===== config.mk =====
export PLATFORM = sky130hd
export DESIGN_NAME = pad_row_sched_flat
export DESIGN_NICKNAME = d
export VERILOG_FILES = /design/src/rtl/pad_row_sched_pkg.sv /design/src/rtl/pad_row_sched_if.sv /design/src/rtl/pad_row_sched_pad_row_cnt.sv /design/src/rtl/pad_row_sched.sv /design/src/flat_wrapper.sv
export SDC_FILE = /design/constraint.sdc
export NUM_CORES = 1
export LEC_CHECK = 0
export ABC_AREA = 1
export CORE_ASPECT_RATIO = 1.5
export CORE_MARGIN = 4
export CORE_UTILIZATION = 40
export CTS_CLUSTER_SIZE = 24
export DETAILED_ROUTE_END_ITERATION = 10
export HOLD_SLACK_MARGIN = 0.06
export PLACE_DENSITY = 0.72
export SYNTH_ARGS = -nofsm -noshare
export SYNTH_HDL_FRONTEND = slang
export SYNTH_SLANG_ARGS = --single-unit

===== constraint.sdc =====
create_clock -name clk -period 2.7 [get_ports clk]
set_clock_uncertainty 0.2 [all_clocks]
set_input_delay 0.54 -clock clk [delete_from_list [all_inputs] [get_ports clk]]
set_output_delay 0.54 -clock clk [all_outputs]
set_load 0.02 [all_outputs]

===== src/rtl/pad_row_sched_pkg.sv =====
// Shared constants and state encoding for the padded-frame row scheduler.
package pad_row_sched_pkg;
  localparam int IMG_H  = 416;
  localparam int PAD    = 1;
  localparam int ROW_AW = 9;

  typedef enum logic [2:0] {
    S_IDLE  = 3'd0,
    S_REQ   = 3'd1,
    S_SHIFT = 3'd2,
    S_WIN   = 3'd3,
    S_DONE  = 3'd4
  } state_e;
endpackage


===== src/rtl/pad_row_sched_if.sv =====
// Handshake bundle between scheduler, frame memory, padding datapath and conv engine.
interface pad_row_sched_if #(parameter int ROW_AW = 9);
  logic              start;
  logic              abort;
  logic              busy;
  logic              done;
  logic              rd_req;
  logic [ROW_AW-1:0] rd_row;
  logic              rd_ack;
  logic              shift_en;
  logic              zero_row;
  logic              win_valid;
  logic [ROW_AW-1:0] win_row;
  logic              win_ready;

  modport master (
    output start, abort, rd_ack, win_ready,
    input  busy, done, rd_req, rd_row, shift_en, zero_row, win_valid, win_row
  );
  modport slave (
    input  start, abort, rd_ack, win_ready,
    output busy, done, rd_req, rd_row, shift_en, zero_row, win_valid, win_row
  );
endinterface


===== src/rtl/pad_row_sched_pad_row_cnt.sv =====
// Padded-row counter p (0..IMG_H+1) with the boundary compares the scheduler branches on.
module pad_row_cnt #(
  parameter int IMG_H  = 416,
  parameter int ROW_AW = 9
) (
  input  logic              clk,
  input  logic              reset,
  input  logic              i_clr,
  input  logic              i_inc,
  output logic [ROW_AW-1:0] o_p,
  output logic              o_first,
  output logic              o_last,
  output logic              o_next_last,
  output logic              o_ge2
);
  logic [ROW_AW-1:0] r_p;

  always_ff @(posedge clk or negedge reset) begin
    if (!reset)     r_p <= '0;
    else if (i_clr) r_p <= '0;
    else if (i_inc) r_p <= r_p + ROW_AW'(1);
  end

  assign o_p         = r_p;
  assign o_first     = (r_p == '0);
  assign o_last      = (r_p == ROW_AW'(IMG_H + 1));
  assign o_next_last = (r_p == ROW_AW'(IMG_H));
  assign o_ge2       = (r_p >= ROW_AW'(2));
endmodule


===== src/rtl/pad_row_sched.sv =====
// Sequences one zero-padded frame: fetch/zero row, shift, then hand the 3-row window to the conv engine.
// Optional SCHED_STALL_CNT_EN adds a saturating stall counter output.
module pad_row_sched #(
  parameter int IMG_H  = pad_row_sched_pkg::IMG_H,
  parameter int ROW_AW = pad_row_sched_pkg::ROW_AW
) (
  input  logic            clk,
  input  logic            reset,
  pad_row_sched_if.slave  bus
`ifdef SCHED_STALL_CNT_EN
  ,
  output logic [31:0]     stall_cnt
`endif
);
  import pad_row_sched_pkg::*;

  state_e            r_state, w_nxt;
  logic              w_clr, w_inc;
  logic [ROW_AW-1:0] w_p;
  logic              w_first, w_last, w_next_last, w_ge2;

  pad_row_cnt #(.IMG_H(IMG_H), .ROW_AW(ROW_AW)) u_cnt (
    .clk         (clk),
    .reset       (reset),
    .i_clr       (w_clr),
    .i_inc       (w_inc),
    .o_p         (w_p),
    .o_first     (w_first),
    .o_last      (w_last),
    .o_next_last (w_next_last),
    .o_ge2       (w_ge2)
  );

  always_ff @(posedge clk or negedge reset) begin
    if (!reset) r_state <= S_IDLE;
    else        r_state <= w_nxt;
  end

  always_comb begin
    w_nxt = r_state;
    w_clr = 1'b0;
    w_inc = 1'b0;
    case (r_state)
      S_IDLE:  if (bus.start) begin
                 w_nxt = S_SHIFT;
                 w_clr = 1'b1;
               end
      S_REQ:   if (bus.rd_ack) w_nxt = S_SHIFT;
      S_SHIFT: if (w_ge2) w_nxt = S_WIN;
               else begin
                 w_inc = 1'b1;
                 w_nxt = S_REQ;
               end
      // The bottom padding row needs no fetch, so go straight to its shift.
      S_WIN:   if (bus.win_ready) begin
                 if (w_last) w_nxt = S_DONE;
                 else begin
                   w_inc = 1'b1;
                   w_nxt = w_next_last ? S_SHIFT : S_REQ;
                 end
               end
      S_DONE:  w_nxt = S_IDLE;
      default: w_nxt = S_IDLE;
    endcase
    if (bus.abort) begin
      w_nxt = S_IDLE;
      w_clr = 1'b0;
      w_inc = 1'b0;
    end
  end

  // Row indices are gated so every output reads zero outside its owning state.
  assign bus.busy      = (r_state != S_IDLE);
  assign bus.rd_req    = (r_state == S_REQ);
  assign bus.rd_row    = (r_state == S_REQ) ? (w_p - ROW_AW'(1)) : '0;
  assign bus.shift_en  = (r_state == S_SHIFT);
  assign bus.zero_row  = (r_state == S_SHIFT) && (w_first || w_last);
  assign bus.win_valid = (r_state == S_WIN);
  assign bus.win_row   = (r_state == S_WIN) ? (w_p - ROW_AW'(2)) : '0;
  assign bus.done      = (r_state == S_DONE);

`ifdef SCHED_STALL_CNT_EN
  logic [31:0] r_stall;
  logic        w_stall;

  assign w_stall = ((r_state == S_REQ) && !bus.rd_ack) ||
                   ((r_state == S_WIN) && !bus.win_ready);

  always_ff @(posedge clk or negedge reset) begin
    if (!reset)                          r_stall <= '0;
    else if (w_clr)                      r_stall <= '0;
    else if (w_stall && (r_stall != '1)) r_stall <= r_stall + 32'd1;
  end

  assign stall_cnt = r_stall;
`endif
endmodule


===== src/flat_wrapper.sv =====
// flat-port wrapper written by rule: the top's interface ports become plain ports
module pad_row_sched_flat import pad_row_sched_pkg::*;
#(
  parameter int IMG_H  = pad_row_sched_pkg::IMG_H,
  parameter int ROW_AW = pad_row_sched_pkg::ROW_AW
)
  (clk, reset, bus_start, bus_abort, bus_rd_ack, bus_win_ready, bus_busy, bus_done, bus_rd_req, bus_rd_row, bus_shift_en, bus_zero_row, bus_win_valid, bus_win_row);
  pad_row_sched_if #(.ROW_AW(ROW_AW)) bus_i ();
  input  logic clk;
  input  logic reset;
  input wire logic [$bits(bus_i.start)-1:0] bus_start;
  input wire logic [$bits(bus_i.abort)-1:0] bus_abort;
  input wire logic [$bits(bus_i.rd_ack)-1:0] bus_rd_ack;
  input wire logic [$bits(bus_i.win_ready)-1:0] bus_win_ready;
  output wire logic [$bits(bus_i.busy)-1:0] bus_busy;
  output wire logic [$bits(bus_i.done)-1:0] bus_done;
  output wire logic [$bits(bus_i.rd_req)-1:0] bus_rd_req;
  output wire logic [$bits(bus_i.rd_row)-1:0] bus_rd_row;
  output wire logic [$bits(bus_i.shift_en)-1:0] bus_shift_en;
  output wire logic [$bits(bus_i.zero_row)-1:0] bus_zero_row;
  output wire logic [$bits(bus_i.win_valid)-1:0] bus_win_valid;
  output wire logic [$bits(bus_i.win_row)-1:0] bus_win_row;
  assign bus_i.start = bus_start;
  assign bus_i.abort = bus_abort;
  assign bus_i.rd_ack = bus_rd_ack;
  assign bus_i.win_ready = bus_win_ready;
  assign bus_busy = bus_i.busy;
  assign bus_done = bus_i.done;
  assign bus_rd_req = bus_i.rd_req;
  assign bus_rd_row = bus_i.rd_row;
  assign bus_shift_en = bus_i.shift_en;
  assign bus_zero_row = bus_i.zero_row;
  assign bus_win_valid = bus_i.win_valid;
  assign bus_win_row = bus_i.win_row;
  pad_row_sched #(.IMG_H(IMG_H), .ROW_AW(ROW_AW)) u_core (.clk(clk), .reset(reset), .bus(bus_i));
endmodule

### After elaboration in Yosys (flattened, before gate mapping)

Cells that the tools add are included.

| storage, ports and cells | value |
|---|---|
| output and inout bits | 24 |
| bits in registers | 12 |
| logic and storage cells | 42 |

| operators by class | value |
|---|---|
| reduce and logical (&&, ||, !) cells | 7 |
| equality and inequality tests | 9 |
| magnitude comparators | 1 |
| add/sub/neg operators | 3 |
| multiplexer cells | 20 |

Operators with widths:

| operator | number |
|---|---|
| $mux W9 | 4 |
| $eq A9 B9 Y1 const B | 2 |
| $mux W3 | 5 |
| $pmux W3 S4 | 1 |
| $add A9 B1 Y9 const B | 1 |
| $ge A9 B2 Y1 const B | 1 |
| $logic_not A9 Y1 | 1 |
| $ne A3 B3 Y1 const B | 3 |
| $sub A9 B1 Y9 const B | 1 |
| $sub A9 B2 Y9 const B | 1 |
| $mux W1 | 7 |
| $eq A3 B2 Y1 const B | 2 |
| $mux W2 | 2 |
| $eq A3 B1 Y1 const B | 1 |
| $eq A3 B3 Y1 const B | 1 |
| $logic_not A3 Y1 | 1 |
| $reduce_and A3 Y1 | 1 |
| $reduce_bool A3 Y1 | 1 |
| $pmux W1 S2 | 1 |
| $reduce_bool A2 Y1 | 1 |
| $logic_and A1 B1 Y1 | 1 |
| $logic_or A1 B1 Y1 | 1 |

### Longest topological paths before layout

| logic depth | value |
|---|---|
| word-level depth | 7 |
| depth in mapped cells | 10 |
| mapped depth without buffers | 10 |

### Hierarchy

Synthesis repeated with hierarchy kept, for this count alone.

| second synthesis, totals | value |
|---|---|
| cell total of the unflattened synthesis | 210 |
| area total of the unflattened synthesis | 1260.0 um^2 |

Modules (own cells, without submodules):

| module | sequential area each (um^2) | cells an instance | area each (um^2) | instances |
|---|---|---|---|---|
| pad_row_sched | 75.1 | 124 | 654.4 | 1 |
| pad_row_cnt | 225.2 | 86 | 605.6 | 1 |

### Least setup slack after synthesis

OpenSTA, ideal clock, no wires.

| path | value |
|---|---|
| kind | reg-to-output |
| start | register u_core.r_state[2] |
| end | output port bus_rd_row[7] |
| data required time | 1.960 ns |
| path slack | 0.372 ns |
| cell stages (with the launch flop) | 4 |
| data arrival time | 1.588 ns |
| cell sequence | dfrtp_1 > nor3_2 > inv_2 > nor3_1 |

| on the way | value |
|---|---|
| word-level cells in the longest chain between the ends | 2 |

Ends and longest elaborated chain:

| item | RTL line | RTL |
|---|---|---|
| start: declaration | pad_row_sched.sv:17 | `state_e r_state, w_nxt;` |
| start signal: assignment | pad_row_sched.sv:36 | `else r_state <= w_nxt;` |
| $eq A3 B1 Y1 | - |  |
| named net bus_rd_req | flat_wrapper.sv:17 | `output wire logic [$bits(bus_i.rd_req)-1:0] bus_rd_req;` |
| $mux W9 | pad_row_sched.sv:75 | `assign bus.rd_row = (r_state == S_REQ) ? (w_p - ROW_AW'(1)) : '0;` |
| end: declaration | flat_wrapper.sv:18 | `output wire logic [$bits(bus_i.rd_row)-1:0] bus_rd_row;` |

The timed path passes the listed nets, and every way through them passes these cells.

### Worst setup path after layout

| path | value |
|---|---|
| start | register u_core.u_cnt.r_p[1], in the netlist u_core.u_cnt.o_p[1] |
| end | output port bus_win_row[2] |

| on the way | value |
|---|---|
| word-level cells in the longest chain between the ends | 2 |

Ends and longest elaborated chain:

| item | RTL line | RTL |
|---|---|---|
| start: declaration | pad_row_sched_pad_row_cnt.sv:16 | `logic [ROW_AW-1:0] r_p;` |
| start signal: assignment | pad_row_sched_pad_row_cnt.sv:21 | `else if (i_inc) r_p <= r_p + ROW_AW'(1);` |
| $sub A9 B2 Y9 | pad_row_sched.sv:79 | `assign bus.win_row = (r_state == S_WIN) ? (w_p - ROW_AW'(2)) : '0;` |
| $mux W9 | pad_row_sched.sv:79 |  |
| end: declaration | flat_wrapper.sv:22 | `output wire logic [$bits(bus_i.win_row)-1:0] bus_win_row;` |

No other way between the ends.

==> reports/metrics.cfg <==
[status]
outcome = finished, final reports clean

[clock_tree]
tritoncts = yes
clk_latency_ns = 0.25
cts_max_level = 1
cts_buffers = 3
maximum_clock_path_buffer_count = 2
cts_root_buf = sky130_fd_sc_hd__clkbuf_8
clock_sinks = 12
cts.reportedPaths.clkPinSlew_ns = 0.06
cts.hold.buffers_added = 0

[floorplanning]
design.core.area_sq_um = 3448
start_util_pct = 42.02
die_height_um = 81.71
num_rows = 26
die-area_sq_um = 4669
ios = 30
die_w_um = 57.14

[setup_path]
cp_cell_sequence = inv_1, buf_4, ha_1, nor2_1, clkdlybuf4s50_1
startpoint_kind_of_the_worst_setup_timing_path = flip-flop
worst-r2r-setup-slack_ns = 0.84
worst_path_max_delay_cell = sky130_fd_sc_hd__clkdlybuf4s50_1
highest_net_fanout_along_the_worst_path = 4
worst-r2r-cell-count = 9
crit_family = buffers and inverters
crit_buf_inv = 3
crit_path_end_kind = primary output
timing_worst_setup_path_type = flip-flop to primary output
critical_path_required_ns = 1.96
regToRegStartpoint = u_core.u_cnt.o_p[5]
crit_path_max_incr_delay_ns = 0.61
cp.arrival_ns = 1.85
r2r-end = u_core.u_cnt.o_p[2]

[drt]
drc = 0
wirelength_mm = 4.042
antenna_violating_nets_post_route = 0
viasPerCell = 5.168
wire_per_inst_um = 13.61
detail_route.first_pass.iterations = 4
drt_iter0_markers = 45
vias = 1535

[timing]
achievable-frequency_ghz = 0.3855
worst_slew_pin_slew_ns = 0.5682
tns_ns = 0
fin_worst_hold_slack_ns = 0.4258
setup_repair_after_global_routing_missed_its_margin = no
max-slew-margin-rel_pct = 62.00
finalWorstPathRequiredPeriod_ns = 2.594
final_worst_path_period_share_pct = 96.08
setup-violations-final = 0
pins_over_their_slew_limit = 0
final-hold-violation-count = 0
setup_ws_ns = 0.1060

[worst_hold_path]
hold_path_end = u_core.u_cnt.o_p[7]
hold_depth = 2
hold_path_startpoint = u_core.u_cnt.o_p[7]
type_of_the_most_critical_hold_path = flip-flop to flip-flop

[power]
vdd_ir_drop_max_mv = 0.4728
powerDensity_nw_per_um2 = 630.3
cellLeakagePower_uw = 0.001157

[synth]
yosys.area.top_type = sky130_fd_sc_hd__dfrtp_1
syn_area_per_cell_sq_um = 6.966
synth_warnings = 0
netlist_area_sq_um = 1449
yosysSeqAreaShare_pct = 20.73
synth_cells = 208
synth_largest_type_area_fraction_pct = 20.73
netlist-cell-type-count = 34
most_instantiated_flip_flop_cell_in_the_synthesis_netlist = sky130_fd_sc_hd__dfrtp_1
synth_enable_flop_cells = 0
synth-seq-cells = 12
netlist_top_cells_area = sky130_fd_sc_hd__dfrtp_1 (21%), sky130_fd_sc_hd__nand2_1 (12%), sky130_fd_sc_hd__ha_1 (6.9%), sky130_fd_sc_hd__nand3_2 (6.2%), sky130_fd_sc_hd__inv_1 (5.2%)
mappedNetlistNets = 222
async_sr_flop_fraction_pct = 100.0

[global_route]
grt_antenna_before_repair = 0
grt-ovfl-total = 0
grt_pass1_wl_mm = 7.155
number_of_global_route_vias_before_repair = 1562
globalRouteTotalUtil_pct = 19.20
grt_start_max_net_pins = 18

[placed_design]
pre_cts_ws_ns = 0.1106
post-dp-hpwl_mm = 3.258
count_of_input_and_output_buffers = 29
placer_s_final_routability_congestion_estimate = 0.9147

[layout]
share_of_layout_cells_above_drive_strength_1_pct = 26.27
ant_cells = 0
syn_to_final_growth_pct = 34.46
nNetsFinal = 270

[run]
maxCapViolCount = 0

report_power, final:
group	internal [uW]	switching (uW)	total [uW]
sequential	201	18.9	220
combinational	323	480	803
clock	129	76.1	205
total	653	575	1230
metal layers:
metal / vias to the layer above / global-route usage (%) / wire, um
met5: - / 0 / 0
met4: 0 / 6.729 / 108
met3: 11 / 2.044 / 131
met2: 41 / 37.41 / 2247
met1: 710 / 21.09 / 1556
li1: 773 / - / -
worst max-delay path by stage:
stage          depth (start not counted)                start             end  slack, ns
5_1_grt                                5    u_core.r_state[2]   bus_rd_row[0]      0.009
2_1_floorplan                          3    u_core.r_state[2]   bus_rd_row[7]       0.37
3_3_place_gp                           7  u_core.u_cnt.o_p[1]   bus_rd_row[7]       0.14
6_report                               5  u_core.u_cnt.o_p[1]  bus_win_row[2]       0.11
4_1_cts                                6  u_core.u_cnt.o_p[0]   bus_rd_row[2]       0.03
3_5_place_dp                           7  u_core.u_cnt.o_p[1]   bus_rd_row[7]       0.11
cells in the mapped netlist (5+ instances only):
| cell | n |
|---|---|
| sky130_fd_sc_hd__nand4_1 | 11 |
| sky130_fd_sc_hd__nor3_1 | 6 |
| sky130_fd_sc_hd__nand2_1 | 46 |
| sky130_fd_sc_hd__inv_1 | 20 |
| sky130_fd_sc_hd__dfrtp_1 | 12 |
| sky130_fd_sc_hd__nand3_2 | 9 |
| sky130_fd_sc_hd__ha_1 | 8 |
| sky130_fd_sc_hd__inv_2 | 9 |
| sky130_fd_sc_hd__a21oi_1 | 13 |
| sky130_fd_sc_hd__nor2_1 | 16 |
| sky130_fd_sc_hd__o21ai_0 | 8 |
| sky130_fd_sc_hd__nand3_1 | 11 |
| sky130_fd_sc_hd__nor2_4 | 5 |
cells in the final DEF (no fill, tap or decap), types with 2 or more instances in the layout:
master,synthesis,final
sky130_fd_sc_hd__a21oi_1,13,13
sky130_fd_sc_hd__buf_4,1,21
sky130_fd_sc_hd__clkbuf_8,0,4
sky130_fd_sc_hd__clkdlybuf4s50_1,0,14
sky130_fd_sc_hd__dfrtp_1,12,12
sky130_fd_sc_hd__dlygate4sd2_1,0,8
sky130_fd_sc_hd__dlymetal6s2s_1,0,6
sky130_fd_sc_hd__ha_1,8,7
sky130_fd_sc_hd__inv_1,20,20
sky130_fd_sc_hd__inv_2,9,9
sky130_fd_sc_hd__nand2_1,46,46
sky130_fd_sc_hd__nand2_2,3,3
sky130_fd_sc_hd__nand2_4,2,2
sky130_fd_sc_hd__nand2_8,2,2
sky130_fd_sc_hd__nand3_1,11,11
sky130_fd_sc_hd__nand3_2,9,9
sky130_fd_sc_hd__nand4_1,11,11
sky130_fd_sc_hd__nor2_1,16,15
sky130_fd_sc_hd__nor2_2,3,4
sky130_fd_sc_hd__nor2_4,5,5
sky130_fd_sc_hd__nor3_1,6,6
sky130_fd_sc_hd__nor3_2,2,2
sky130_fd_sc_hd__o21ai_0,8,8
sky130_fd_sc_hd__xor2_1,4,4
through the flow:
step	instance area [sq um]	instances	util (%)	power, uW
floorplan	1449	208	-	714.5
global placement	1866	290	54.10	1020
detailed placement	1866	290	54.10	1034
CTS	1909	294	55.37	1225
global route	1948	297	56.49	1333
finish	1948	297	56.49	1228
state kept, by name, indices dropped and copies added, names as in the netlist:
name	count
u_core.u_cnt.o_p	9
u_core.r_state	3
cell type report:
type | count | area [sq um]
clock buffer | 4 | 55.05
tap | 42 | 52.55
inverter | 31 | 120.1
timing repair buffer | 50 | 447.9
sequential | 12 | 300.3
multi-input combinational | 158 | 972.2
fill | 372 | 1500
repair_timing:
item / 4_1_cts / 5_1_grt
resized for setup: 9 / 10
pin swaps: 0 / 1
endpoints found under the setup margin: 9 / 12
buffers inserted: 0 / 3
worst min-delay path: stages (launching register included):
cell and delay (ns):
sky130_fd_sc_hd__dfrtp_1 0.45, sky130_fd_sc_hd__nand3_2 0.10, sky130_fd_sc_hd__nand2_1 0.04
cells by family (layout without fill, tap and decap cells):
kind of cell    after synthesis  after routing  share of synthesized area, %
compound gates               25             25                         9.154
xor+xnor                      5              5                         3.022
fa+ha+maj                     8              8                         6.909
buf+inv                      38             85                         12.52
flops                        12             12                         20.73
simple gates                120            120                         47.67
Power figures use the tool's default switching activity.
